File: src/rtl/mc_sequencer_if.sv
// Controlpath/datapath side of the multi-cycle sequencer: ungated strobes in,
// gated strobes, status and performance counters out.
interface mc_sequencer_if #(
    parameter int unsigned OPCODE_W = 6,
    parameter int unsigned CNT_W    = 32
);
    logic [OPCODE_W-1:0] opcode;
    logic                upd_pc_in;
    logic                wr_reg_in;
    logic                wr_mem_in;
    logic                rd_mem_in;
    logic                mem_ready;
    logic                step_mode;
    logic                step_req;
    logic                resume;

    logic                upd_pc;
    logic                wr_reg;
    logic                wr_mem;
    logic [2:0]          state;
    logic                halted;
    logic                bus_err;
    logic [CNT_W-1:0]    instr_count;
    logic [CNT_W-1:0]    cycle_count;

    modport master (
        output opcode, upd_pc_in, wr_reg_in, wr_mem_in, rd_mem_in,
               mem_ready, step_mode, step_req, resume,
        input  upd_pc, wr_reg, wr_mem, state, halted, bus_err,
               instr_count, cycle_count
    );

    modport slave (
        input  opcode, upd_pc_in, wr_reg_in, wr_mem_in, rd_mem_in,
               mem_ready, step_mode, step_req, resume,
        output upd_pc, wr_reg, wr_mem, state, halted, bus_err,
               instr_count, cycle_count
    );
endinterface

File: src/rtl/mc_sequencer.sv
// Multi-cycle instruction sequencer: gates datapath strobes to the commit cycle,
// adds memory wait states with timeout, single-step, halt/resume and perf counters.
module mc_sequencer #(
    parameter int unsigned          OPCODE_W    = 6,
    parameter logic [OPCODE_W-1:0]  HALT_OPCODE = OPCODE_W'(6'b100100),
    parameter bit                   HALT_ADV_PC = 1'b0,
    parameter int unsigned          WAIT_MAX    = 8,
    parameter int unsigned          CNT_W       = 32
) (
    input  logic         clk,
    input  logic         reset,
    mc_sequencer_if.slave bus
);
    localparam int unsigned WAIT_W = 8;

    typedef enum logic [2:0] {
        S_FETCH   = 3'd0,
        S_DECODE  = 3'd1,
        S_EXECUTE = 3'd2,
        S_MEMWAIT = 3'd3,
        S_PAUSE   = 3'd4,
        S_HALT    = 3'd5
    } state_t;

    state_t             r_state;
    state_t             w_state_nxt;
    state_t             w_after_commit;
    logic [WAIT_W-1:0]  r_wait;
    logic [WAIT_W-1:0]  w_wait_nxt;
    logic               w_timeout;
    logic               w_commit;
    logic               w_mem_op;
    logic               w_is_halt;
    logic               w_upd_pc;
    logic               w_wr_reg;
    logic               w_wr_mem;
    logic               r_halted;
    logic               r_bus_err;
    logic [CNT_W-1:0]   r_instr_count;
    logic [CNT_W-1:0]   r_cycle_count;

    assign w_mem_op  = bus.rd_mem_in | bus.wr_mem_in;
    assign w_is_halt = (bus.opcode == HALT_OPCODE);

    // State register
    always_ff @(posedge clk or posedge reset) begin
        if (reset) begin
            r_state <= S_FETCH;
        end else begin
            r_state <= w_state_nxt;
        end
    end

    // Next-state and wait-counter logic
    always_comb begin
        w_state_nxt    = S_FETCH;
        w_wait_nxt     = r_wait;
        w_timeout      = 1'b0;
        w_after_commit = w_is_halt     ? S_HALT  :
                         bus.step_mode ? S_PAUSE : S_FETCH;
        case (r_state)
            S_FETCH:   w_state_nxt = S_DECODE;
            S_DECODE:  w_state_nxt = S_EXECUTE;
            S_EXECUTE: begin
                if (w_commit) begin
                    w_state_nxt = w_after_commit;
                end else begin
                    w_state_nxt = S_MEMWAIT;
                    w_wait_nxt  = WAIT_W'(1);
                end
            end
            S_MEMWAIT: begin
                if (w_commit) begin
                    w_state_nxt = w_after_commit;
                end else if (r_wait == WAIT_W'(WAIT_MAX)) begin
                    w_state_nxt = S_HALT;
                    w_timeout   = 1'b1;
                end else begin
                    w_state_nxt = S_MEMWAIT;
                    w_wait_nxt  = r_wait + WAIT_W'(1);
                end
            end
            S_PAUSE:   w_state_nxt = (bus.step_req || !bus.step_mode) ? S_FETCH : S_PAUSE;
            S_HALT:    w_state_nxt = bus.resume ? S_FETCH : S_HALT;
            default:   w_state_nxt = S_FETCH;
        endcase
    end

    // Commit detection and gated strobes (Mealy, same cycle)
    always_comb begin
        w_commit = 1'b0;
        w_upd_pc = 1'b0;
        w_wr_reg = 1'b0;
        w_wr_mem = 1'b0;
        case (r_state)
            S_EXECUTE: w_commit = !w_mem_op || bus.mem_ready;
            S_MEMWAIT: w_commit = bus.mem_ready;
            default:   w_commit = 1'b0;
        endcase
        if (w_commit && !reset) begin
            w_upd_pc = bus.upd_pc_in & (HALT_ADV_PC | !w_is_halt);
            w_wr_reg = bus.wr_reg_in;
            w_wr_mem = bus.wr_mem_in;
        end
    end

    // Wait counter, status flags and performance counters
    always_ff @(posedge clk or posedge reset) begin
        if (reset) begin
            r_wait        <= '0;
            r_halted      <= 1'b0;
            r_bus_err     <= 1'b0;
            r_instr_count <= '0;
            r_cycle_count <= '0;
        end else begin
            r_wait   <= w_wait_nxt;
            r_halted <= (w_state_nxt == S_HALT);
            if (w_timeout) begin
                r_bus_err <= 1'b1;
            end else if (r_state == S_HALT && bus.resume) begin
                r_bus_err <= 1'b0;
            end
            if (w_commit) begin
                r_instr_count <= r_instr_count + CNT_W'(1);
            end
            if (r_state != S_HALT) begin
                r_cycle_count <= r_cycle_count + CNT_W'(1);
            end
        end
    end

    assign bus.upd_pc      = w_upd_pc;
    assign bus.wr_reg      = w_wr_reg;
    assign bus.wr_mem      = w_wr_mem;
    assign bus.state       = r_state;
    assign bus.halted      = r_halted;
    assign bus.bus_err     = r_bus_err;
    assign bus.instr_count = r_instr_count;
    assign bus.cycle_count = r_cycle_count;

endmodule

File: src/flat_wrapper.sv
// flat-port wrapper written by rule: the top's interface ports become plain ports
module mc_sequencer_flat 
#(
    parameter int unsigned          OPCODE_W    = 6,
    parameter logic [OPCODE_W-1:0]  HALT_OPCODE = OPCODE_W'(6'b100100),
    parameter bit                   HALT_ADV_PC = 1'b0,
    parameter int unsigned          WAIT_MAX    = 8,
    parameter int unsigned          CNT_W       = 32
)
  (clk, reset, bus_opcode, bus_upd_pc_in, bus_wr_reg_in, bus_wr_mem_in, bus_rd_mem_in, bus_mem_ready, bus_step_mode, bus_step_req, bus_resume, bus_upd_pc, bus_wr_reg, bus_wr_mem, bus_state, bus_halted, bus_bus_err, bus_instr_count, bus_cycle_count);
  mc_sequencer_if #(.OPCODE_W(OPCODE_W), .CNT_W(CNT_W)) bus_i ();
  input  logic clk;
  input  logic reset;
  input wire logic [$bits(bus_i.opcode)-1:0] bus_opcode;
  input wire logic [$bits(bus_i.upd_pc_in)-1:0] bus_upd_pc_in;
  input wire logic [$bits(bus_i.wr_reg_in)-1:0] bus_wr_reg_in;
  input wire logic [$bits(bus_i.wr_mem_in)-1:0] bus_wr_mem_in;
  input wire logic [$bits(bus_i.rd_mem_in)-1:0] bus_rd_mem_in;
  input wire logic [$bits(bus_i.mem_ready)-1:0] bus_mem_ready;
  input wire logic [$bits(bus_i.step_mode)-1:0] bus_step_mode;
  input wire logic [$bits(bus_i.step_req)-1:0] bus_step_req;
  input wire logic [$bits(bus_i.resume)-1:0] bus_resume;
  output wire logic [$bits(bus_i.upd_pc)-1:0] bus_upd_pc;
  output wire logic [$bits(bus_i.wr_reg)-1:0] bus_wr_reg;
  output wire logic [$bits(bus_i.wr_mem)-1:0] bus_wr_mem;
  output wire logic [$bits(bus_i.state)-1:0] bus_state;
  output wire logic [$bits(bus_i.halted)-1:0] bus_halted;
  output wire logic [$bits(bus_i.bus_err)-1:0] bus_bus_err;
  output wire logic [$bits(bus_i.instr_count)-1:0] bus_instr_count;
  output wire logic [$bits(bus_i.cycle_count)-1:0] bus_cycle_count;
  assign bus_i.opcode = bus_opcode;
  assign bus_i.upd_pc_in = bus_upd_pc_in;
  assign bus_i.wr_reg_in = bus_wr_reg_in;
  assign bus_i.wr_mem_in = bus_wr_mem_in;
  assign bus_i.rd_mem_in = bus_rd_mem_in;
  assign bus_i.mem_ready = bus_mem_ready;
  assign bus_i.step_mode = bus_step_mode;
  assign bus_i.step_req = bus_step_req;
  assign bus_i.resume = bus_resume;
  assign bus_upd_pc = bus_i.upd_pc;
  assign bus_wr_reg = bus_i.wr_reg;
  assign bus_wr_mem = bus_i.wr_mem;
  assign bus_state = bus_i.state;
  assign bus_halted = bus_i.halted;
  assign bus_bus_err = bus_i.bus_err;
  assign bus_instr_count = bus_i.instr_count;
  assign bus_cycle_count = bus_i.cycle_count;
  mc_sequencer #(.OPCODE_W(OPCODE_W), .HALT_OPCODE(HALT_OPCODE), .HALT_ADV_PC(HALT_ADV_PC), .WAIT_MAX(WAIT_MAX), .CNT_W(CNT_W)) u_core (.clk(clk), .reset(reset), .bus(bus_i));
endmodule
File: config.mk
export PLATFORM = sky130hd
export DESIGN_NAME = mc_sequencer_flat
export DESIGN_NICKNAME = d
export VERILOG_FILES = /design/src/rtl/mc_sequencer_if.sv /design/src/rtl/mc_sequencer.sv /design/src/flat_wrapper.sv
export SDC_FILE = /design/constraint.sdc
export NUM_CORES = 1
export LEC_CHECK = 0
export CAP_MARGIN = 20
export CORE_ASPECT_RATIO = 0.8
export CORE_MARGIN = 5
export CORE_UTILIZATION = 50
export DETAILED_ROUTE_END_ITERATION = 10
export GPL_ROUTABILITY_DRIVEN = 0
export PLACE_DENSITY_LB_ADDON = 0.25
export SLEW_MARGIN = 20
export SYNTH_ARGS = -nofsm -noshare
export SYNTH_HDL_FRONTEND = slang
export SYNTH_SLANG_ARGS = --single-unit
File: constraint.sdc
create_clock -name clk -period 4.4 [get_ports clk]
set_clock_uncertainty 0.1 [all_clocks]
set_input_delay 0.88 -clock clk [delete_from_list [all_inputs] [get_ports clk]]
set_output_delay 0.88 -clock clk [all_outputs]
set_load 0.01 [all_outputs]
==> results.md <==
* Initial cell density of the core at 51.3%
* Drt wl/cell at 15.6 um
* Setup CP Type: primary input to primary output
* Register-to-register path setup slack at roughly 2200 ps
* Max-Cap Viols at 0
* Grt total ovfl at 0
* Total CTS buffers at 9
* Unique masters post-synth at 46
* Post-synth net total at 380
* H-tree Lvls at 3
* Setup_tns at 0 ps
* Top_reg_cell synth: dfrtp_1
* Post-CTS Setup Inserts at 0
* Slew Limit Headroom at 36.7%
* CP required at 3420 ps
* Worst Setup EP: bus_wr_mem
* RR Endpoint: u_core.bus.instr_count[19]
* First-pass GRT wire length at 14.6 mm
* Starting DRT DRC Count at roughly 130
* Initial antenna violation count at 0
* Area of the mapped netlist at 3810 sq um
* Tightest Pin Transition at 950 ps
* Ant diodes at 0
* Clk buf depth at 2
* Pwr dens at 413 nW/um^2
* Mean post-synth cell area at 10.6 sq um
* WP data arrival at around 2700 ps
* Mux cell area share after synthesis at 0.854%
* Number of vias in the routed layout at 3,111
* Slowest CP cell: clkdlybuf4s50_1
* Most frequent cells in the layout: 87 x clkdlybuf4s50_1, 77 x dfrtp_1, 55 x xnor2_1
* Core area at 7430 sq um
* RSZ-0062 raised after global routing: no
* Commonest non-fill, non-tap cell in the layout: clkdlybuf4s50_1
* DR DRC count at 0
* Yosys warnings at 0
* Post-synthesis simple-gate area fraction at 26.3%
* Most frequent cell on the critical path: clkdlybuf4s50_1
* Worst-path clk slew at approximately 80 ps
* Endpoints failing setup at 0
* Pre-antenna DRT Iters at 5
* Die Area at 9480 sq um
* Status: complete, no violations
* Area Overhead vs Synth at 31.9%
* Finished Layout Cells at 563
* Core Rows at 28
* Fin util at 67.6%
* PostCTS Resize Cnt at 0
* Gate Count Post-Synth at 360
* Largest family of logic cells by synthesized area: simple AND/OR/NAND/NOR gates
* Period utilisation layout at 84.1%
* Worst vdd ir at 0.340 mV
* Die W at 108 um
* Crit start category: primary input
* Tot Pwr at about 2.1 mW
* R2R depth at 5
* Worst path top cell family by delay: buffers and inverters
* Yosys reg bits at 77
* Hold Vio Cnt, Final at 0
* Cell total after placement at 547
* IO Count at 88
* Nets at 473
* Levels on crit path at 5
* Clock sink total at 77
* Post-CTS Hold Buffers at 0
* DRT Wirelength at 8.77 mm
* Routed Antenna Nets at 0
* CP max FO at 4
* Worst Hold Class: flip-flop to flip-flop
* Worst r2r src: u_core.bus.state[0]
* Max frequency at 270 MHz
* Crit path buffers/inverters at 2
* Synth Area in XOR/XNOR at 15.1%
* Ys async rst share at 100%
* Proportion of layout cells with a drive suffix above 1 at 7.64%
* CTS tree: done
* Die H at 88.1 um
* Crit-path max cell delay at 530 ps
* IO Port Bufs at 87
* Worst-path cell chain: clkdlybuf4s50_1 > or3_1 > a21oi_1 > and3_1 > clkdlybuf4s50_1
* Adder-cell share of the synthesized area at 1.31%
* Largest net degree at the start of global routing at 78
* Leakage at 2.04 nW
* Worst setup path start: bus_wr_mem_in
* Vias per cell at 5.53
* Synth Area in Compound Gates at under 10%
* Clk_lat worst skew at around 340 ps
* Final min period at 3700 ps
* Vias in the first global route at 3,043
* Clk root buf: clkbuf_8
* GRT Total Usage at about 19%
* Number of synthesized flops with an enable pin at 0
* Worst Setup End Kind: primary output
* Post-DP HPWL at around 6.2 mm
* Final Slew Violations at 0
* Sequential share of the synthesized area at 50.6%
-- per-layer routing --
| metal | part of all wire [%] | global-route usage [%] |
|---|---|---|
| met5 | 0 | 0 |
| met4 | 0.91 | 6.77 |
| met3 | 6.3 | 5.31 |
| met1 | 45 | 26.2 |
| met2 | 48 | 30.5 |
-- cell usage after synthesis, drive strengths merged, types with 10 or more instances --
cell   instances  area share (%)
and3          11             1.8
nand2         22             2.2
inv           12             1.2
and2          10             1.6
nor2          14             1.4
nor3          11             1.7
dfrtp         77              51
nand3         30             3.9
nand4         37             6.2
xnor2         56              13
nor4          10             2.4
-- flip-flops by register name (all words and copies together) (netlist names) --
signal / cells
u_core.bus.cycle_count: 32
u_core.bus.instr_count: 32
u_core.r_wait: 8
u_core.bus.state: 3
u_core.bus.bus_err: 1
u_core.bus.halted: 1
-- area by class of cell --
cell class	count	area [sq um]
fill	609	2400
sequential	77	1930
multi-input combinational	263	1810
timing repair buffer	90	893
tap	105	131
clock buffer	9	124
clock inverter	7	90.1
inverter	12	45.0
-- how the worst min path moves through the flow --
stage	startpoint	endpoint	cells past startpoint
2_1_floorplan	u_core.bus.instr_count[31]	u_core.bus.instr_count[31]	1
3_3_place_gp	u_core.bus.instr_count[31]	u_core.bus.instr_count[31]	1
3_5_place_dp	u_core.bus.cycle_count[31]	u_core.bus.cycle_count[31]	1
4_1_cts	u_core.bus.cycle_count[31]	u_core.bus.cycle_count[31]	1
5_1_grt	u_core.bus.cycle_count[31]	u_core.bus.cycle_count[31]	1
6_report	u_core.bus.cycle_count[31]	u_core.bus.cycle_count[31]	1
-- cell families (layout without fill, tap and decap cells) --
family	count (synthesis)	after routing
simple gates	169	169
flops	77	77
xor+xnor	65	65
compound gates	22	22
buf+inv	20	118
fa+ha+maj	4	4
mux	3	3
-- per-stage QoR --
step	worst slack (ps)	hold slack [ps]	instance area, sq um
2_1_floorplan	503	404	3810
4_1_cts	702	377	5010
3_3_place_gp	747	356	4800
5_1_grt	598	387	5020
3_5_place_dp	711	366	4800
6_report	699	370	5020
-- power breakdown --
group          switching, mW  internal [mW]  leakage [nW]  total, mW
Clock                  0.257          0.316         0.105      0.573
Combinational          0.265          0.274         0.896      0.539
Sequential             0.159          0.802          1.04      0.960
Total                  0.681           1.39          2.04       2.07
No activity file was read; power rests on OpenSTA's default activity.
